===== config.mk =====
export PLATFORM = sky130hd
export DESIGN_NAME = pc_sequencer_flat
export DESIGN_NICKNAME = d
export VERILOG_FILES = /design/src/rtl/mips_pkg.sv /design/src/rtl/pc_sequencer_if.sv /design/src/rtl/next_pc_calc.sv /design/src/rtl/pc_sequencer.sv /design/src/flat_wrapper.sv
export SDC_FILE = /design/constraint.sdc
export NUM_CORES = 1
export LEC_CHECK = 0
export ABC_CLOCK_PERIOD_IN_PS = 5500
export CORE_AREA = 2 2 111 113
export CTS_CLUSTER_SIZE = 12
export DETAILED_ROUTE_END_ITERATION = 8
export DIE_AREA = 0 0 113 115
export PLACE_DENSITY = 0.94
export SYNTH_ARGS = -nofsm -noshare
export SYNTH_HDL_FRONTEND = slang
export SYNTH_SLANG_ARGS = --single-unit

===== constraint.sdc =====
create_clock -name clk -period 5.5 [get_ports clk]
set_input_delay 1.1 -clock clk [delete_from_list [all_inputs] [get_ports clk]]
set_output_delay 1.1 -clock clk [all_outputs]
set_load 0.01 [all_outputs]

===== src/rtl/mips_pkg.sv =====
// Shared MIPS datapath definitions: pcSel encoding, sequencer FSM states, reset PC.
// With JR_ALIGN_CHECK_EN defined the FSM gains a terminal halt state for misaligned jr.
package mips_pkg;

    // pcSel encoding driven by the main controller.
    localparam logic [1:0] PC_SEQ    = 2'd0;
    localparam logic [1:0] PC_JUMP   = 2'd1;
    localparam logic [1:0] PC_JR     = 2'd2;
    localparam logic [1:0] PC_BRANCH = 2'd3;

    localparam logic [31:0] RESET_PC_DEFAULT = 32'h0000_0000;

    typedef enum logic [1:0] {
        StFetch,
        StWait,
        StIssue
`ifdef JR_ALIGN_CHECK_EN
        ,
        StHalt
`endif
    } seq_state_e;

    // Sign-extended, word-scaled branch displacement.
    function automatic logic [31:0] branch_offset(input logic [15:0] imm);
        return {{14{imm[15]}}, imm, 2'b00};
    endfunction

endpackage


===== src/rtl/pc_sequencer_if.sv =====
// Fetch/issue bundle between the PC sequencer (master) and its environment (slave):
// instruction-memory request/response, decode handshake, controller inputs, PC outputs.
// misalign_err exists only with JR_ALIGN_CHECK_EN.
interface pc_sequencer_if;

    logic        imem_req_valid;
    logic        imem_req_ready;
    logic [31:0] imem_req_addr;
    logic        imem_rsp_valid;
    logic [31:0] imem_rsp_data;
    logic        instr_valid;
    logic        instr_ready;
    logic [31:0] instr;
    logic [1:0]  pc_sel;
    logic [31:0] jr_target;
    logic [31:0] pc;
    logic [31:0] pc_plus4;
`ifdef JR_ALIGN_CHECK_EN
    logic        misalign_err;
`endif

    modport master (
`ifdef JR_ALIGN_CHECK_EN
        output misalign_err,
`endif
        output imem_req_valid, imem_req_addr, instr_valid, instr, pc, pc_plus4,
        input  imem_req_ready, imem_rsp_valid, imem_rsp_data, instr_ready, pc_sel, jr_target
    );

    modport slave (
`ifdef JR_ALIGN_CHECK_EN
        input  misalign_err,
`endif
        input  imem_req_valid, imem_req_addr, instr_valid, instr, pc, pc_plus4,
        output imem_req_ready, imem_rsp_valid, imem_rsp_data, instr_ready, pc_sel, jr_target
    );

endinterface


===== src/rtl/next_pc_calc.sv =====
// Combinational next-PC target selection from the held PC/instruction and pcSel.
module next_pc_calc
    import mips_pkg::*;
(
    input  logic [31:0] pc_i,
    input  logic [25:0] instr_i,
    input  logic [1:0]  pc_sel_i,
    input  logic [31:0] jr_target_i,
    output logic [31:0] pc_plus4_o,
    output logic [31:0] next_pc_o
);

    logic [31:0] plus4;

    assign plus4      = pc_i + 32'd4;
    assign pc_plus4_o = plus4;

    // Target mux; all arithmetic wraps modulo 2^32.
    always_comb begin
        next_pc_o = plus4;
        case (pc_sel_i)
            PC_SEQ:    next_pc_o = plus4;
            PC_JUMP:   next_pc_o = {plus4[31:28], instr_i, 2'b00};
            PC_JR:     next_pc_o = jr_target_i;
            PC_BRANCH: next_pc_o = plus4 + branch_offset(instr_i[15:0]);
        endcase
    end

endmodule


===== src/rtl/pc_sequencer.sv =====
// Instruction-fetch and next-PC sequencer: FETCH -> WAIT -> ISSUE, one outstanding fetch.
// Optional JR_ALIGN_CHECK_EN: a misaligned jr target halts the sequencer until reset.
module pc_sequencer
    import mips_pkg::*;
#(
    parameter int unsigned         ADDR_W   = 32,
    parameter logic [ADDR_W-1:0]   RESET_PC = RESET_PC_DEFAULT
) (
    input  logic           clk,
    input  logic           rst_n,
    pc_sequencer_if.master bus
);

    seq_state_e        state_q, state_d;
    logic [ADDR_W-1:0] pc_q, pc_d;
    logic [31:0]       instr_q, instr_d;
    logic [31:0]       next_pc;
    logic [31:0]       pc_plus4;
`ifdef JR_ALIGN_CHECK_EN
    logic              misalign_q, misalign_d;
`endif

    next_pc_calc u_next_pc_calc (
        .pc_i        (pc_q),
        .instr_i     (instr_q[25:0]),
        .pc_sel_i    (bus.pc_sel),
        .jr_target_i (bus.jr_target),
        .pc_plus4_o  (pc_plus4),
        .next_pc_o   (next_pc)
    );

    // State, PC, held instruction and sticky error registers.
    always_ff @(posedge clk or negedge rst_n) begin
        if (!rst_n) begin
            state_q    <= StFetch;
            pc_q       <= RESET_PC;
            instr_q    <= '0;
`ifdef JR_ALIGN_CHECK_EN
            misalign_q <= 1'b0;
`endif
        end else begin
            state_q    <= state_d;
            pc_q       <= pc_d;
            instr_q    <= instr_d;
`ifdef JR_ALIGN_CHECK_EN
            misalign_q <= misalign_d;
`endif
        end
    end

    // Next-state logic; PC and instruction only move on their own handshakes.
    always_comb begin
        state_d    = state_q;
        pc_d       = pc_q;
        instr_d    = instr_q;
`ifdef JR_ALIGN_CHECK_EN
        misalign_d = misalign_q;
`endif
        case (state_q)
            StFetch: begin
                if (bus.imem_req_ready) begin
                    state_d = StWait;
                end
            end
            StWait: begin
                if (bus.imem_rsp_valid) begin
                    instr_d = bus.imem_rsp_data;
                    state_d = StIssue;
                end
            end
            StIssue: begin
                if (bus.instr_ready) begin
`ifdef JR_ALIGN_CHECK_EN
                    if (bus.pc_sel == PC_JR && bus.jr_target[1:0] != 2'b00) begin
                        misalign_d = 1'b1;
                        state_d    = StHalt;
                    end else begin
                        pc_d    = next_pc;
                        state_d = StFetch;
                    end
`else
                    pc_d    = next_pc;
                    state_d = StFetch;
`endif
                end
            end
`ifdef JR_ALIGN_CHECK_EN
            StHalt: begin
                state_d = StHalt;
            end
`endif
            default: begin
                state_d = StFetch;
            end
        endcase
    end

    // Request valid is forced low while reset is held, even though the state reads FETCH.
    assign bus.imem_req_valid = rst_n && (state_q == StFetch);
    assign bus.imem_req_addr  = pc_q;
    assign bus.instr_valid    = (state_q == StIssue);
    assign bus.instr          = instr_q;
    assign bus.pc             = pc_q;
    assign bus.pc_plus4       = pc_plus4;
`ifdef JR_ALIGN_CHECK_EN
    assign bus.misalign_err   = misalign_q;
`endif

endmodule


===== src/flat_wrapper.sv =====
// flat-port wrapper written by rule: the top's interface ports become plain ports
module pc_sequencer_flat import mips_pkg::*;
#(
    parameter int unsigned         ADDR_W   = 32,
    parameter logic [ADDR_W-1:0]   RESET_PC = RESET_PC_DEFAULT
)
  (clk, rst_n, bus_imem_req_valid, bus_imem_req_addr, bus_instr_valid, bus_instr, bus_pc, bus_pc_plus4, bus_imem_req_ready, bus_imem_rsp_valid, bus_imem_rsp_data, bus_instr_ready, bus_pc_sel, bus_jr_target);
  pc_sequencer_if bus_i ();
  input  logic clk;
  input  logic rst_n;
  output wire logic [$bits(bus_i.imem_req_valid)-1:0] bus_imem_req_valid;
  output wire logic [$bits(bus_i.imem_req_addr)-1:0] bus_imem_req_addr;
  output wire logic [$bits(bus_i.instr_valid)-1:0] bus_instr_valid;
  output wire logic [$bits(bus_i.instr)-1:0] bus_instr;
  output wire logic [$bits(bus_i.pc)-1:0] bus_pc;
  output wire logic [$bits(bus_i.pc_plus4)-1:0] bus_pc_plus4;
  input wire logic [$bits(bus_i.imem_req_ready)-1:0] bus_imem_req_ready;
  input wire logic [$bits(bus_i.imem_rsp_valid)-1:0] bus_imem_rsp_valid;
  input wire logic [$bits(bus_i.imem_rsp_data)-1:0] bus_imem_rsp_data;
  input wire logic [$bits(bus_i.instr_ready)-1:0] bus_instr_ready;
  input wire logic [$bits(bus_i.pc_sel)-1:0] bus_pc_sel;
  input wire logic [$bits(bus_i.jr_target)-1:0] bus_jr_target;
  assign bus_imem_req_valid = bus_i.imem_req_valid;
  assign bus_imem_req_addr = bus_i.imem_req_addr;
  assign bus_instr_valid = bus_i.instr_valid;
  assign bus_instr = bus_i.instr;
  assign bus_pc = bus_i.pc;
  assign bus_pc_plus4 = bus_i.pc_plus4;
  assign bus_i.imem_req_ready = bus_imem_req_ready;
  assign bus_i.imem_rsp_valid = bus_imem_rsp_valid;
  assign bus_i.imem_rsp_data = bus_imem_rsp_data;
  assign bus_i.instr_ready = bus_instr_ready;
  assign bus_i.pc_sel = bus_pc_sel;
  assign bus_i.jr_target = bus_jr_target;
  pc_sequencer #(.ADDR_W(ADDR_W), .RESET_PC(RESET_PC)) u_core (.clk(clk), .rst_n(rst_n), .bus(bus_i));
endmodule

==> summary.txt <==
Outcome
  • Status: finished with violations
  • Failing checks: DRC

Timing
  • Final-report setup violation count: 0
  • Min Tclk post-route: around 4200 ps
  • Post-layout worst setup margin: around 1300 ps
  • Fin crit share: 76.20%
  • Setup Skew: around 8.4 ps
  • Pins Over Slew Limit: 0
  • Slew @ Worst Pin: between 1000 and 1500 ps
  • Slew headroom: between 10% and 20%
  • Max Fclk: about 240 MHz
  • Fin. Hold Viols: 0
  • Setup TNS: 0 ps
  • RSZ-0062 raised after global routing: no

Synthesis
  • Yosys cell types: 60
  • Post-synth EDFFs: 0
  • Primary FF master, synth: dfrtp_1
  • Mapped Cells: just under 700
  • Netlist Area Pre-Place: a little under 6000 um^2
  • Asr flop ratio synth: 100.0%
  • Flops & latches, synth: 66
  • Syn_nets: 784
  • Seq/Total Area, Yosys: between 20 and 30%
  • Avg Synthesized Cell Area: 8.580 um^2
  • Ys Warns: 0

Worst setup path
  • Max incr delay on CP: approximately 570 ps
  • Crit Path Max Fanout: 10
  • CP endpoint kind: register
  • Slowest CP cell: nor4_1
  • Cell Chain, Critical Path: and4_1 -> nand4_1 -> nor4_1 -> xor2_1 -> ha_1 -> a21oi_1 -> o21ai_0 -> a211o_1 -> a221o_1 -> a41oi_1 -> xnor2_1 -> mux2i_1 -> o221ai_1
  • Worst EP required: 5700 ps
  • CP Class: reg2reg
  • Critical path launch point type: register
  • Crit path arrival time: between 4000 and 5000 ps

Clock network
  • Post_cts resized: 0
  • CTS buffer count: 9
  • Clk pin slew, worst setup/hold paths: 60 ps
  • CTS root buffer: clkbuf_16
  • CTS H-Tree Depth: 3
  • CTS Hold Bufs: 0
  • CTS tree: done
  • Setup repair bufs after CTS: 0
  • # clock sinks: 66
  • Clock Tree Buf Depth: 2
  • Worst skew pair latency: ~340 ps

Floorplan
  • Initial Util: about 49%
  • Die width: 113 um
  • Die area: about 13000 um^2
  • Site row count: 40
  • Core Region: ~12000 um^2
  • Io pins: 201
  • Die Y: 115 um

Pwr
  • VDD IR-drop max: between 0.3 and 0.4 mV
  • P_leak: about 3.2 nW
  • Pwr Density: 696.4 nW/um^2

Routing
  • Via Count: 6068
  • Drt drc: 7
  • Antenna-violating nets left: 0
  • Drt wl/cell: ~20 um
  • DRT Wirelength: approximately 20 mm
  • Drt pass-1 iters: 7
  • Vias/cell: a little over 6
  • DR iter-0 viols: ~530

Finish
  • Most frequent cells in the layout: 199 x clkdlybuf4s50_1, 66 x dfrtp_1, 63 x nand2_1
  • N_diodes: 0
  • Layout cell share with drive strength beyond 1: 7.720%
  • Post-route cell area: 7954 um^2
  • Most common cell after layout, fill and taps aside: clkdlybuf4s50_1
  • Fillers: 900
  • Area delta synth->final: 37.75%
  • Final Non-Filler Cells: 976
  • Final #Nets: 935

Job
  • Max-cap violation count: 0

GRT
  • GR Overflow Total: 0
  • Number of antenna violations at the first check in global routing: 0
  • GRT Resource Usage Total: 30.07%
  • Largest net degree at the start of global routing: 45
  • Global-route wire length before repair: roughly 30 mm
  • Vias in the first global route: around 5900

Min path
  • Hold Path Class: reg2reg

Placement
  • Placed cell areas: 7625 um^2
  • # placed instances: 960
  • Routability congestion estimate: a little under 1
  • Worst slack, placed: between 1000 and 1500 ps
  • Final HPWL DP: between 10 and 15 mm
  • Port Buf Inserts: 200
-- synthesized netlist by cell type, drive strengths merged (6+ instances only) --
library cell | n | share of area, %
a31oi | 12 | 1.6
inv | 17 | 1.1
xor2 | 21 | 3.2
buf | 38 | 4.7
a221o | 11 | 1.9
o22ai | 7 | 0.76
nand4 | 11 | 1.2
a21oi | 54 | 4.7
dfrtp | 66 | 29
nor3 | 8 | 0.69
ha | 39 | 8.5
o21ai | 41 | 3.6
a221oi | 13 | 2.3
a21o | 8 | 1.0
clkbuf | 28 | 1.8
and2 | 6 | 0.65
and3 | 13 | 1.4
nor2 | 43 | 2.8
mux2 | 32 | 6.2
nand2 | 63 | 4.1
o21a | 12 | 1.6
nand3 | 25 | 2.2
xnor2 | 34 | 5.2
-- routing by layer --
layer  routed length (um)  part of all wire [%]  track usage, %  up-vias
met5                    0                     0               0        -
li1                     -                     -               -     2754
met4                  612                   3.1           12.11        0
met2                 9525                    48           49.14      328
met1                 7750                    39           38.11     2938
met3                 2058                    10           7.960       48
-- final cells by class --
cell class | count | area, um^2 | share of cell area (%)
Multi-Input combinational cell | 524 | 3684 | 46.31
Timing Repair Buffer | 206 | 2042 | 25.67
Sequential cell | 66 | 1652 | 20.76
Clock buffer | 10 | 239.0 | 3.005
Tap cell | 147 | 183.9 | 2.312
Clock inverter | 6 | 90.09 | 1.133
Inverter | 17 | 63.81 | 0.8023
-- flip-flops by register name, summed over array words and instances, names as in the netlist --
name and flops:
u_core.state_q 2, u_core.bus.imem_req_addr 32, u_core.bus.instr 32
-- worst max-delay path, delay by kind of cell, from the launching register on --
| kind | cells | cell delay (ps) |
|---|---|---|
| flip-flops | 1 | 540 |
| AND/OR/NAND/NOR | 3 | 1090 |
| adder cells (fa/ha/maj) | 1 | 350 |
| XOR/XNOR | 2 | 480 |
| multiplexers | 1 | 210 |
| AO/OA/AOI/OAI | 6 | 1400 |
-- final timing paths --
kind | from | to | slack, ps | cells after the start
max in group asynchronous | rst_n | u_core.bus.imem_req_addr[9] | 3850 | 3
min in group asynchronous | rst_n | u_core.bus.instr[16] | 780 | 2
worst min register to register | u_core.state_q[1] | u_core.state_q[0] | 470 | 1
worst min-delay path | u_core.state_q[1] | u_core.state_q[0] | 470 | 1
worst max register to register | u_core.bus.imem_req_addr[8] | u_core.bus.imem_req_addr[31] | 1310 | 13
worst max-delay path | u_core.bus.imem_req_addr[8] | u_core.bus.imem_req_addr[31] | 1310 | 13
-- where the power goes --
part / switching [W] / internal (W) / leakage, nW
combinational: 0.00193 / 0.00187 / 2.28
clock: 0.000230 / 0.000410 / 0.159
sequential: 0.000385 / 0.000717 / 0.783
total: 0.00255 / 0.00299 / 3.22
-- through the flow --
stage               total power (W)  hold WS [ps]  util (%)
finish                     0.005539         473.1     67.34
global route               0.005897         502.7     67.34
CTS                        0.005476         471.9     67.34
detailed placement         0.004797         457.0     64.56
global placement           0.004711         466.2     64.56
floorplan                  0.003386         432.0         -
-- cells by family (layout without fill, tap and decap cells) --
logic type | Yosys count | count (layout) | synth area share [%]
buf+inv | 83 | 239 | 7.605
fa+ha+maj | 40 | 40 | 8.797
xor+xnor | 55 | 55 | 8.343
simple gates | 194 | 194 | 15.99
flops | 66 | 66 | 28.60
compound gates | 198 | 198 | 23.55
mux | 37 | 37 | 7.107
Power figures use the tool's default switching activity.
